--- src/rtl/seq_multiplier_pkg.sv ---
// Shared CPU datapath definitions: default data width and multiplier FSM states.
package cpu_defs;

    localparam int unsigned DATA_W = 32;

    typedef enum logic [1:0] {
        MUL_IDLE = 2'd0,
        MUL_RUN  = 2'd1,
        MUL_DONE = 2'd2
    } mul_state_e;

endpackage

--- src/rtl/seq_multiplier_twos_negate.sv ---
// Conditional two's-complement: y = neg ? -a : a, modulo 2^W.
module twos_negate #(
    parameter int unsigned W = 32
) (
    input  logic         neg_i,
    input  logic [W-1:0] a_i,
    output logic [W-1:0] y_o
);

    assign y_o = neg_i ? (~a_i + W'(1)) : a_i;

endmodule

--- src/rtl/seq_multiplier.sv ---
// Iterative shift-add multiplier: SIZE-bit operands, 2*SIZE-bit product after SIZE cycles.
module seq_multiplier
    import cpu_defs::*;
#(
    parameter int unsigned SIZE = DATA_W
) (
    input  logic            clk_i,
    input  logic            rst_i,
    input  logic            start_i,
    input  logic            signed_i,
    input  logic [SIZE-1:0] src1_i,
    input  logic [SIZE-1:0] src2_i,
    output logic            busy_o,
    output logic            done_o,
    output logic [SIZE-1:0] result_lo_o,
    output logic [SIZE-1:0] result_hi_o
);

    localparam int unsigned CW = $clog2(SIZE);

    mul_state_e      state_q;
    logic [CW-1:0]   count_q;
    logic [SIZE-1:0] mcand_q;
    logic [SIZE-1:0] mplier_q;
    logic [SIZE-1:0] acc_q;
    logic            sign_flip_q;

    logic [SIZE-1:0]   mag1;
    logic [SIZE-1:0]   mag2;
    logic [SIZE:0]     sum;
    logic [SIZE-1:0]   acc_d;
    logic [SIZE-1:0]   mplier_d;
    logic [2*SIZE-1:0] prod_d;
    logic [2*SIZE-1:0] prod_fix;

    // Magnitudes are unsigned SIZE-bit, so |MIN| = 2^(SIZE-1) is representable.
    twos_negate #(.W(SIZE)) u_neg_src1 (
        .neg_i (signed_i & src1_i[SIZE-1]),
        .a_i   (src1_i),
        .y_o   (mag1)
    );

    twos_negate #(.W(SIZE)) u_neg_src2 (
        .neg_i (signed_i & src2_i[SIZE-1]),
        .a_i   (src2_i),
        .y_o   (mag2)
    );

    always_comb begin
        sum      = {1'b0, acc_q} + (mplier_q[0] ? {1'b0, mcand_q} : '0);
        acc_d    = sum[SIZE:1];
        mplier_d = {sum[0], mplier_q[SIZE-1:1]};
        prod_d   = {acc_d, mplier_d};
    end

    twos_negate #(.W(2*SIZE)) u_neg_prod (
        .neg_i (sign_flip_q),
        .a_i   (prod_d),
        .y_o   (prod_fix)
    );

    always_ff @(posedge clk_i or negedge rst_i) begin
        if (!rst_i) begin
            state_q     <= MUL_IDLE;
            count_q     <= '0;
            mcand_q     <= '0;
            mplier_q    <= '0;
            acc_q       <= '0;
            sign_flip_q <= 1'b0;
            busy_o      <= 1'b0;
            done_o      <= 1'b0;
            result_lo_o <= '0;
            result_hi_o <= '0;
        end else begin
            done_o <= 1'b0;
            case (state_q)
                MUL_IDLE, MUL_DONE: begin
                    if (start_i) begin
                        mcand_q     <= mag1;
                        mplier_q    <= mag2;
                        acc_q       <= '0;
                        sign_flip_q <= signed_i & (src1_i[SIZE-1] ^ src2_i[SIZE-1]);
                        count_q     <= '0;
                        state_q     <= MUL_RUN;
                        busy_o      <= 1'b1;
                    end else begin
                        state_q <= MUL_IDLE;
                        busy_o  <= 1'b0;
                    end
                end
                MUL_RUN: begin
                    acc_q    <= acc_d;
                    mplier_q <= mplier_d;
                    count_q  <= count_q + CW'(1);
                    // Last bit: take the product straight from this step's shift result.
                    if (count_q == CW'(SIZE - 1)) begin
                        result_lo_o <= prod_fix[SIZE-1:0];
                        result_hi_o <= prod_fix[2*SIZE-1:SIZE];
                        state_q     <= MUL_DONE;
                        busy_o      <= 1'b0;
                        done_o      <= 1'b1;
                    end
                end
                default: begin
                    state_q <= MUL_IDLE;
                    busy_o  <= 1'b0;
                end
            endcase
        end
    end

endmodule
--- config.mk ---
export PLATFORM = sky130hd
export DESIGN_NAME = seq_multiplier
export DESIGN_NICKNAME = d
export VERILOG_FILES = /design/src/rtl/seq_multiplier_pkg.sv /design/src/rtl/seq_multiplier_twos_negate.sv /design/src/rtl/seq_multiplier.sv
export SDC_FILE = /design/constraint.sdc
export NUM_CORES = 1
export LEC_CHECK = 0
export BUFFER_PORTS_ARGS = -buffer_cell sky130_fd_sc_hd__buf_2
export CORE_MARGIN = 8
export CORE_UTILIZATION = 64
export CTS_CLUSTER_SIZE = 30
export DETAILED_ROUTE_END_ITERATION = 6
export GPL_ROUTABILITY_DRIVEN = 0
export PLACE_DENSITY = 0.85
export SKIP_CTS_REPAIR_TIMING = 1
export SYNTH_ARGS = -nofsm -noshare
export SYNTH_HDL_FRONTEND = slang
export SYNTH_SLANG_ARGS = --single-unit
--- constraint.sdc ---
create_clock -name clk_i -period 10.23 [get_ports clk_i]
set_input_delay 1.023 -clock clk_i [delete_from_list [all_inputs] [get_ports clk_i]]
set_output_delay 1.023 -clock clk_i [all_outputs]
set_load 0.05 [all_outputs]
==> results of run 1 <==
path summary, 6_finish.rpt:
| check | start | to | slack (ns) | cells past startpoint |
|---|---|---|---|---|
| hold / removal | result_lo_o[15] | result_lo_o[15] | 0.47 | 2 |
| setup / recovery | mplier_q[0] | result_hi_o[31] | 4.84 | 13 |
| max in group asynchronous | rst_i | result_hi_o[27] | 8.14 | 2 |
| setup reg to reg | mplier_q[0] | result_hi_o[31] | 4.84 | 13 |
| min in group asynchronous | rst_i | mcand_q[25] | 0.62 | 1 |
| hold reg to reg | result_lo_o[15] | result_lo_o[15] | 0.47 | 2 |
per-layer routing:
layer | track usage, % | up-vias | share of wire [%]
met5 | 0 | - | 0
met4 | 7.292 | 0 | 1.7
met3 | 4.769 | 47 | 9.7
met2 | 38.44 | 451 | 43
met1 | 39.99 | 4839 | 46
li1 | - | 4800 | -
cell type report:
| cell class | count | area (um2) |
|---|---|---|
| clock buffer | 19 | 452.9 |
| clock inverter | 13 | 192.7 |
| fill | 1291 | 4654 |
| inverter | 16 | 60.06 |
| multi-input combinational | 1019 | 6535 |
| sequential | 169 | 4230 |
| tap | 225 | 281.5 |
| timing repair buffer | 138 | 709.4 |
cell usage after synthesis, types with 3 or more instances:
| library cell | instances | area, um2 |
|---|---|---|
| buf_1 | 4 | 15.01 |
| and3_1 | 8 | 50.05 |
| nand4_1 | 16 | 100.1 |
| and2_1 | 40 | 250.2 |
| or4_1 | 14 | 105.1 |
| nor2_1 | 48 | 180.2 |
| o21ai_0 | 161 | 805.8 |
| o41ai_1 | 15 | 131.4 |
| nand2b_1 | 13 | 81.33 |
| or3_1 | 15 | 93.84 |
| a21oi_1 | 52 | 260.3 |
| and4_1 | 3 | 26.28 |
| nor3_1 | 17 | 85.08 |
| a31oi_1 | 8 | 50.05 |
| dfrtp_1 | 169 | 4229 |
| nand3_1 | 16 | 80.08 |
| a211oi_1 | 4 | 30.03 |
| o211ai_1 | 6 | 45.04 |
| nand2_1 | 188 | 705.7 |
| ha_1 | 37 | 462.9 |
| xnor2_1 | 53 | 464.2 |
| a22oi_1 | 31 | 232.7 |
| o2111ai_1 | 5 | 43.79 |
| a21o_1 | 15 | 112.6 |
| or2_2 | 4 | 25.02 |
| inv_1 | 16 | 60.06 |
| nor4_1 | 10 | 62.56 |
| o21ai_1 | 33 | 165.2 |
| mux2i_1 | 3 | 30.03 |
| o21bai_1 | 5 | 37.54 |
| clkbuf_1 | 68 | 255.2 |
| o31ai_1 | 24 | 180.2 |
| o41ai_2 | 3 | 48.80 |
| xor2_1 | 87 | 762.0 |
| nor2b_1 | 8 | 50.05 |
| buf_2 | 3 | 15.01 |
| a22o_1 | 27 | 236.5 |
| a2111oi_0 | 3 | 26.28 |
power groups by stage:
| stage | Sequential, mW | Clock, mW | Combinational (mW) |
|---|---|---|---|
| after floorplan | 1.55 | 0 | 1.65 |
| after global placement | 1.27 | 0 | 2.53 |
| after detailed placement | 1.29 | 0 | 2.60 |
| after CTS | 1.29 | 0.708 | 2.64 |
| after global routing | 1.33 | 0.734 | 2.90 |
| final | 1.30 | 0.705 | 2.68 |
cells by family (layout without fill, tap and decap cells):
group | after synthesis | count (layout) | synth area share, %
AOI/OAI and AO/OA | 423 | 423 | 24.39
and+or+nand+nor | 415 | 415 | 18.62
DFF | 169 | 169 | 38.13
xor gates and xnor gates | 140 | 140 | 11.05
buffers and inverters | 92 | 186 | 3.181
adders and majority gates | 38 | 38 | 4.354
muxes | 3 | 3 | 0.2707
registers in the layout (all words and copies together), names as in the netlist:
signal       cells
result_lo_o     32
busy_o           1
done_o           1
mplier_q        32
result_hi_o     32
sign_flip_q      1
acc_q           32
count_q          5
mcand_q         32
state_q          1
stage by stage:
step,hold WS [ns],total power [mW],util (%)
after floorplan,0.4376,3.201,-
after global placement,0.4557,3.800,69.04
after detailed placement,0.4650,3.894,69.04
after CTS,0.4793,4.636,72.81
after global routing,0.4914,4.966,72.81
final,0.4749,4.683,72.81
critical path, delay by kind of cell (launching register included):
family,cells,cell delay [ns]
and+or+nand+nor,4,2.08
AOI/OAI and AO/OA,5,1.38
adders and majority gates,2,0.67
DFF,1,0.66
xor gates and xnor gates,2,0.42
==> summary.md, run 1 <==
| Metric | Value |
|---|---|
| TritonRoute pass-1 iters | 6 |
| P_sw | 2.367 mW |
| Post-Layout Cell Count | about 1.6k |
| Commonest cells after routing, fill and taps aside | nand2_1, dfrtp_1, o21ai_0 |
| Power share of the combinational group | 57.2% |
| Die Height | around 150 um |
| TritonCTS clock tree | done |
| Synth warn | 0 |
| N_diodes | 0 |
| Mean Syn Cell Area | 8.666 um2 |
| Worst-Margin Slew | 1.100 ns |
| Sw Share | 50.55% |
| WL per Instance | 18.39 um |
| Final WL | 29.41 mm |
| Largest net degree at the start of global routing | 131 |
| Final nets | 1467 |
| F_max | 0.1855 GHz |
| First-pass GRT wire length | 47.38 mm |
| DRT antenna net count | 0 |
| Max stage delay on crit path | between 0.6 and 0.7 ns |
| RSZ-0062 raised after global routing | false |
| Crit path capture type | flip-flop |
| Placed Cells incl. Taps | 1567 |
| Post-synth EDFFs | 0 |
| Num CTS Buffers | 17 |
| Slew Limit Fails | 0 |
| Crit path top cell by count | xor2_1 |
| # IOs | 134 |
| Root Driver | clkbuf_16 |
| Num rows | 48 |
| Initial antenna violation count | 0 |
| Final non-filler cell area | 12460 um2 |
| Hold Fails Final Rpt | 0 |
| Clk buf depth | 2 |
| DP Area | 11820 um2 |
| Grt ovf | 0 |
| Static Leak | 5.552 nW |
| Sum Neg Setup Slack | 0 ns |
| CP Max Fanout | 33 |
| Via Count | 10.14k |
| Most used DFF post-synth | dfrtp_1 |
| Most common cell after layout, fill and taps aside | nand2_1 |
| Starting density of the core | 64.80% |
| Post-synthesis sequential area ratio | 38.13% |
| Slew margin rel. | 26.69% |
| Clk pwr share | 15.1% |
| Die ar. | 21800 um2 |
| Core box area | approximately 17000 um2 |
| Vias in the first global route | 9309 |
| Clock Pin Slew Worst Setup and Hold Paths | 0.07 ns |
| CP Class | reg -> reg |
| Min cycle time layout | 5.392 ns |
| Mapped Area | 11090 um2 |
| Die Width | 147.6 um |
| Setup-failing EPs final | 0 |
| Final Cycle Share | 52.71% |
| Hold Crit Class | reg -> reg |
| H-tree Lvls | 4 |
| CTS sink cnt | 169 |
| Setup ws final | just under 5 ns |
| Syn nets | ~1.4k |
| Skew final | between 0.008 and 0.009 ns |
| #FFs+latches synth | 169 |
| Power Dens Cells | 375.8 nW/um2 |
| Worst Setup Start Kind | flip-flop |
| I/O Buffers | 133 |
| Sequential power share | 27.8% |
| Vias/cell | 6.340 |
| # DRC | 0 |
| Synth unique cells | 73 |
| Area grow syn2layout | 12.35% |
| Internal power | 2.316 mW |
| Syn Inst Count | 1280 |
| Slowest cell on the critical path | or4b_1 |
| Pre-CTS setup slack | 4.983 ns |
| Critical path required time | 10.49 ns |
| DRT iter0 DRCs | between 800 and 900 |
| Placed wire-length estimate | 21.60 mm |
| Fraction of layout cells with a size suffix above 1 | 14.56% |
| Worst-Skew Late Latency | 0.43 ns |
| Worst path arrival time | 5.66 ns |
| CP Cell Sequence | and2_1 > ha_1 > fa_1 > a211oi_2 > o21ai_2 > xor2_1 > a2111o_1 > or4_1 > or4_4 > or4b_1 > o41ai_2 > xor2_1 > o21ai_1 |
| Async set or reset register ratio after synthesis | 100.0% |
| Max Cap Viol | 0 |
| GRT Overall Usage | a little over a quarter |
| Maximum VDD drop | just over 0.0002 V |
| Status | completed |
No activity file was read; power rests on OpenSTA's default activity.
==> inputs of run 2 (changes only) <==
--- a/config.mk
+++ b/config.mk
@@ -5,13 +5,14 @@
 export SDC_FILE = /design/constraint.sdc
 export NUM_CORES = 1
 export LEC_CHECK = 0
+export ABC_AREA = 1
 export BUFFER_PORTS_ARGS = -buffer_cell sky130_fd_sc_hd__buf_2
 export CORE_MARGIN = 8
-export CORE_UTILIZATION = 64
+export CORE_UTILIZATION = 55
 export CTS_CLUSTER_SIZE = 30
 export DETAILED_ROUTE_END_ITERATION = 6
 export GPL_ROUTABILITY_DRIVEN = 0
-export PLACE_DENSITY = 0.85
+export PLACE_DENSITY = 0.76
 export SKIP_CTS_REPAIR_TIMING = 1
 export SYNTH_ARGS = -nofsm -noshare
 export SYNTH_HDL_FRONTEND = slang
==> constraint.sdc (replaced) <==
create_clock -name clk_i -period 4.58 [get_ports clk_i]
set_input_delay 0.458 -clock clk_i [delete_from_list [all_inputs] [get_ports clk_i]]
set_output_delay 0.458 -clock clk_i [all_outputs]
set_load 0.05 [all_outputs]
==> summary.md, run 2 <==
| Metric | Value |
|---|---|
| Maximum VDD drop | 0.0005875 V (+190%) |
| Die Height | 168.5 um (+14%) |
| Synth unique cells | 45 (-38%) |
| Die ar. | 28390 um2 (+30%) |
| Clk buf depth | 2 (unchanged) |
| Final nets | 2151 (+47%) |
| RSZ-0062 raised after global routing | false |
| R2R setup slack | 0.88 ns (-3.96 ns) |
| Mean Syn Cell Area | 6.588 um2 (-24%) |
| DRT antenna net count | 0 (unchanged) |
| Static Leak | 7.555 nW (+36%) |
| FF-to-FF Start | mplier_q[0] |
| DRT iter0 DRCs | 1301 (+50%) |
| Vias/cell | 5.558 (-12%) |
| Most used DFF post-synth | dfrtp_1 |
| Critical path required time | 4.90 ns (-5.59 ns) |
| Fraction of layout cells with a size suffix above 1 | 13.23% (-1.3 points) |
| Syn nets | 2047 (+48%) |
| Post-synthesis sequential area ratio | 33.07% (-5.1 points) |
| TritonCTS clock tree | done |
| Post-synth EDFFs | 0 (unchanged) |
| I/O Buffers | 133 (unchanged) |
| Worst R2R End | result_hi_o[24] |
| Via Count | 13.04k (+29%) |
| Worst-Margin Slew | 1.064 ns (-0.03545 ns) |
| GRT Overall Usage | 27.56% (+0.96 points) |
| Syn Inst Count | 1941 (+52%) |
| Slew Limit Fails | 0 (unchanged) |
| Placed wire-length estimate | 30.05 mm (+39%) |
| Die Width | 168.5 um (+14%) |
| Area grow syn2layout | 11.40% |
| CP Cell Sequence | nand2_1 > inv_1 > ha_1 > fa_1 > nand2_1 > nand2_1 > nand3_2 > nand2_2 > nand2_1 > nand2_1 > nand2_1 > nor2_1 > nand4_1 > nor2_1 > nand3_1 > nand2_1 > nand2_1 > nand3_1 > nand2_1 |
| CP Depth | 19 (+6) |
| Area of the multi-input gates | 7375 um2 (+13%) |
| Crit path capture type | flip-flop |
| Most common cell in the netlist | nand2_1 |
| Power share of the combinational group | 64.8% (+7.6 points) |
| Crit path top cell by count | nand2_1 |
| Hold Fails Final Rpt | 0 (unchanged) |
| Sequential power share | 22.8% (-5.0 points) |
| #FFs+latches synth | 169 (unchanged) |
| Grt ovf | 0 (unchanged) |
| Skew final | 0.009533 ns (+0.0008223 ns) |
| Share of the synthesized area in the top cell type | 33.07% (-5.1 points) |
| Worst path arrival time | 4.02 ns (-1.64 ns) |
| WL per Instance | 16.49 um (-10%) |
| Hold Crit Class | in -> async |
| Power Dens Cells | 822.1 nW/um2 (+120%) |
| Slowest cell on the critical path | dfrtp_1 |
| Cell family with most CP delay | simple AND/OR/NAND/NOR gates |
| Initial antenna violation count | 1 (+1) |
| Pre-CTS setup slack | 0.9729 ns (-4.011 ns) |
| CP Class | reg -> reg |
| Critical path origin | mplier_q[0] |
| Slew margin rel. | 29.05% (+2.4 points) |
| Clock Pin Slew Worst Setup and Hold Paths | 0.07 ns (about the same) |
| Depth of the most critical reg-to-reg path | 19 (+6) |
| Leading post-synthesis cells by instance count | nand2_1, inv_1, dfrtp_1 |
| Setup ws final | 0.8762 ns (-3.962 ns) |
| # IOs | 134 (unchanged) |
| # DRC | 1 (+1) |
| FF+latch area | 4229 um2 (about the same) |
| Fillers | 2113 (+64%) |
| Num rows | 56 (+17%) |
| CTS sink cnt | 169 (unchanged) |
| H-tree Lvls | 4 (unchanged) |
| Mapped Area | 12790 um2 (+15%) |
| Root Driver | clkbuf_16 |
| Clk pwr share | 12.4% (-2.7 points) |
| Crit path capture | result_hi_o[24] |
| Final WL | 38.68 mm (+32%) |
| Async set or reset register ratio after synthesis | 100.0% (unchanged) |
| Sum Neg Setup Slack | 0 ns (unchanged) |
| Setup-failing EPs final | 0 (unchanged) |
| Synth area leaders | dfrtp_1, nand2_1, inv_1, xor2_1, nand3_1 |
| Synth warn | 0 (unchanged) |
| Internal power | 5.156 mW (+120%) |
| TritonRoute pass-1 iters | 7 (+1) |
| Most common cell after layout, fill and taps aside | nand2_1 |
| Max stage delay on crit path | 0.94 ns (+0.26 ns) |
| Num CTS Buffers | 17 (unchanged) |
| F_max | 0.2700 GHz (+46%) |
| Max Cap Viol | 0 (unchanged) |
| Failing checks | design-rule violations |
| Commonest cells after routing, fill and taps aside | nand2_1, inv_1, dfrtp_1 |
| Worst-Skew Late Latency | 0.43 ns (about the same) |
| Status | finished with violations |
| Worst Path Buf+Inv | 1 (+1) |
| Worst Setup Start Kind | flip-flop |
| Largest net degree at the start of global routing | 116 (-11%) |
| Starting density of the core | 55.30% (-9.5 points) |
| N_diodes | 0 (unchanged) |
| Sw Share | 55.97% (+5.4 points) |
| Largest area contributor in the netlist | dfrtp_1 |
| First-pass GRT wire length | 63.16 mm (+33%) |
| P_sw | 6.555 mW (+180%) |
| Min cycle time layout | 3.704 ns (-1.688 ns) |
| Final Cycle Share | 80.87% (+28 points) |
| Vias in the first global route | 12.48k (+34%) |
| CP Max Fanout | 33 (unchanged) |
| Core box area | 23120 um2 (+35%) |
==> run 2: how the worst min path moves through the flow <==
stage / from / to / slack (ns) / cells past startpoint
after floorplan: rst_i / acc_q[0] / 0.16 / 0
after global placement: count_q[3] / count_q[3] / 0.45 / 1
after detailed placement: result_hi_o[26] / result_hi_o[26] / 0.46 / 2
after CTS: rst_i / acc_q[18] / 0.15 / 1
after global routing: rst_i / acc_q[26] / 0.20 / 1
final: rst_i / acc_q[26] / 0.07 / 1
==> run 2: through the flow <==
step | util (%) | total power, mW | area (um2) | std cells | hold WS, ns
after floorplan | - | 7.999 | 12790 | 1941 | 0.1624
after global placement | 59.12 | 9.895 | 13670 | 2316 | 0.4509
after detailed placement | 59.12 | 10.07 | 13670 | 2316 | 0.4631
after CTS | 61.61 | 11.56 | 14240 | 2346 | 0.1499
after global routing | 61.61 | 12.60 | 14240 | 2346 | 0.2027
final | 61.61 | 11.71 | 14240 | 2346 | 0.06543
==> run 2: per-layer routing <==
layer / share of wire, % / vias up / wire, um / track usage, %
met5: 0.039 / - / 15 / 0
met3: 6.9 / 119 / 2656 / 3.517
met2: 44 / 604 / 17160 / 43.25
met4: 5.1 / 2 / 1964 / 14.13
met1: 44 / 5953 / 16880 / 36.96
li1: - / 6361 / - / -
==> run 2: cell families (layout without fill, tap and decap cells) <==
group / Yosys count / in the layout / share of synthesized area, %
and+or+nand+nor: 1085 / 1085 / 36.62
AOI/OAI and AO/OA: 237 / 237 / 10.62
xor gates and xnor gates: 96 / 96 / 6.575
buffers and inverters: 316 / 431 / 9.335
adders and majority gates: 38 / 38 / 3.777
DFF: 169 / 169 / 33.07
==> run 2: power groups by stage <==
stage / clock network (mW) / registers [mW] / logic (mW)
3_3_place_gp: 0 / 2.66 / 7.24
4_1_cts: 1.47 / 2.65 / 7.44
6_report: 1.46 / 2.67 / 7.59
2_1_floorplan: 0 / 3.05 / 4.95
3_5_place_dp: 0 / 2.67 / 7.40
5_1_grt: 1.52 / 2.74 / 8.33
==> run 2: area by class of cell <==
type                       count  area share, %
timing repair buffer         140          5.086
inverter                     261          6.877
sequential                   169          29.69
clock buffer                  20          3.206
multi-input combinational   1456          51.77
clock inverter                10         0.8256
tap                          290          2.547
==> inputs of run 3 (changes only) <==
==> constraint.sdc (replaced) <==
create_clock -name clk_i -period 3.1 [get_ports clk_i]
set_input_delay 0.31 -clock clk_i [delete_from_list [all_inputs] [get_ports clk_i]]
set_output_delay 0.31 -clock clk_i [all_outputs]
set_load 0.05 [all_outputs]
==> summary.md, run 3 (synthesis results as in run 2) <==
| Metric | Value |
|---|---|
| Status | finished with violations |
| Failing checks | design-rule violations |
| TritonCTS clock tree | done |
| I/O Buffers | 133 (unchanged) |
| Final WL | 40.28 mm (+4.1%) |
| CP Class | reg -> reg |
| Area of the multi-input gates | 7814 um2 (+6.0%) |
| Initial antenna violation count | 0 (-1) |
| Fraction of layout cells with a size suffix above 1 | 17.82% (+4.6 points) |
| Static Leak | 7.713 nW (+2.1%) |
| F_max | 0.3376 GHz (+25%) |
| # DRC | 4 (+3) |
| Min cycle time layout | 2.962 ns (-0.7414 ns) |
| First-pass GRT wire length | 63.32 mm (+0.25%) |
| Grt ovf | 0 (unchanged) |
| Slew margin rel. | 48.52% (+19 points) |
| Worst Setup Start Kind | flip-flop |
| Slew Limit Fails | 0 (unchanged) |
| Num CTS Buffers | 17 (unchanged) |
| Power Dens Cells | 1256 nW/um2 (+53%) |
| # IOs | 134 (unchanged) |
| Placed wire-length estimate | 30.88 mm (+2.8%) |
| Most common cell after layout, fill and taps aside | nand2_1 |
| TritonRoute pass-1 iters | 7 (unchanged) |
| Commonest cells after routing, fill and taps aside | nand2_1, inv_1, dfrtp_1 |
| Setup-failing EPs final | 0 (unchanged) |
| Vias/cell | 5.544 (-0.24%) |
| DRT iter0 DRCs | 1301 (unchanged) |
| Starting density of the core | 55.30% (unchanged) |
| GRT Overall Usage | 27.81% (+0.25 points) |
| Via Count | 13.18k (+1.1%) |
| Die ar. | 28390 um2 (unchanged) |
| Crit path capture type | flip-flop |
| Placed Cells incl. Taps | 2341 (+1.1%) |
| Max Cap Viol | 0 (unchanged) |
| Skew final | 0.007252 ns (-0.002281 ns) |
| Fillers | 2091 (-1.0%) |
| RSZ-0062 raised after global routing | true |
| Vias in the first global route | 12.30k (-1.4%) |
| WL per Instance | 16.95 um (+2.8%) |
| Critical path origin | mplier_q[0] |
| Die Width | 168.5 um (unchanged) |
| Final Cycle Share | 95.56% (+15 points) |
| FF+latch area | 4229 um2 (unchanged) |
| Hold Fails Final Rpt | 0 (unchanged) |
| Hold path startpoint | src2_i[28] |
| Finished Core Util | 64.74% (+3.1 points) |
| Worst path arrival time | 3.28 ns (-0.74 ns) |
| Final nets | 2182 (+1.4%) |
| Clock Pin Slew Worst Setup and Hold Paths | 0.07 ns (about the same) |
| Post-Layout Cell Count | 2377 (+1.3%) |
| Num rows | 56 (unchanged) |
| Maximum VDD drop | 0.001051 V (+79%) |
| DRT antenna net count | 0 (unchanged) |
| Hold slack final | 0.1604 ns (+0.09499 ns) |
| Area grow syn2layout | 17.06% |
| Largest net degree at the start of global routing | 70 (-40%) |
| Clk buf depth | 2 (unchanged) |
| Worst-Margin Slew | 0.7713 ns (-0.2929 ns) |
| CP Max Fanout | 26 (-21%) |
| H-tree Lvls | 4 (unchanged) |
| CTS sink cnt | 169 (unchanged) |
| Die Height | 168.5 um (unchanged) |
| N_diodes | 0 (unchanged) |
| Root Driver | clkbuf_16 |
| Core box area | 23120 um2 (unchanged) |
| Worst-Skew Late Latency | 0.43 ns (about the same) |
| FF-to-FF Start | mplier_q[0] |
| Hold Crit Class | in -> reg |
| Critical path required time | 3.42 ns (-1.48 ns) |
## run 3: changes by cell type in the layout (fill, tap and decap cells not counted), sizes merged
cell / delta
buf: +30
clkinv: -4
clkinvlp: +2
bufinv: +1
clkbuf: +1
dlygate4sd3: +1
## run 3: worst paths after layout
kind / endpoint / slack, ns / depth (start not counted)
worst min-delay path: mplier_q[28] / 0.16 / 3
worst min register to register: result_hi_o[22] / 0.48 / 2
max in group asynchronous: mcand_q[24] / 1.75 / 3
worst max-delay path: result_hi_o[31] / 0.14 / 20
min in group asynchronous: acc_q[24] / 0.44 / 2
worst max register to register: result_hi_o[31] / 0.14 / 20
## run 3: per-layer routing
metal	track usage [%]	vias up	share of wire, %
met5	0	-	0
met4	14.91	0	5.3
met3	3.238	111	6.7
met2	42.92	616	45
met1	37.84	6045	43
li1	-	6407	-
## run 3: layout make-up
cell class	instances	area share (%)
clock buffers	21	3.076
well taps	290	2.424
multi-input cells	1456	52.20
inverters	261	6.545
repair buffers	171	6.578
clock inverters	9	0.9278
flip-flops and latches	169	28.25
## run 3: metrics by stage
step	worst slack (ns)	setup TNS, ns	power (mW)	instance area, um2
2_1_floorplan	0.3086	0	11.82	12790
3_5_place_dp	-0.02518	-0.03959	15.31	13880
3_3_place_gp	-0.05946	-0.1469	15.04	13880
4_1_cts	-0.04764	-0.1051	17.60	14480
5_1_grt	-0.05038	-0.2407	20.12	14970
6_report	0.1376	0	18.80	14970
## run 3: where the power goes
part           total (mW)  internal [mW]  switching [mW]
Sequential           3.96           3.17           0.788
Clock                2.23           1.31           0.923
Combinational        12.6           3.96            8.65
Total                18.8           8.44            10.4
## run 3: critical path, cell delays in order, from the launching register on
cell and delay (ns):
dfrtp_1 0.42, buf_12 0.17, nand2_1 0.06, inv_1 0.13, ha_4 0.34, nand2_1 0.12, nor2_2 0.15, inv_2 0.09
nor3_4 0.23, and2_1 0.16, nand2_1 0.14, nand2_1 0.12, nand2_1 0.05, nand2_1 0.09, nand2_1 0.11, nor2_1 0.13
nand2_1 0.06, nand2_1 0.05, nand3_1 0.08, nand3_1 0.09, nand2_1 0.06
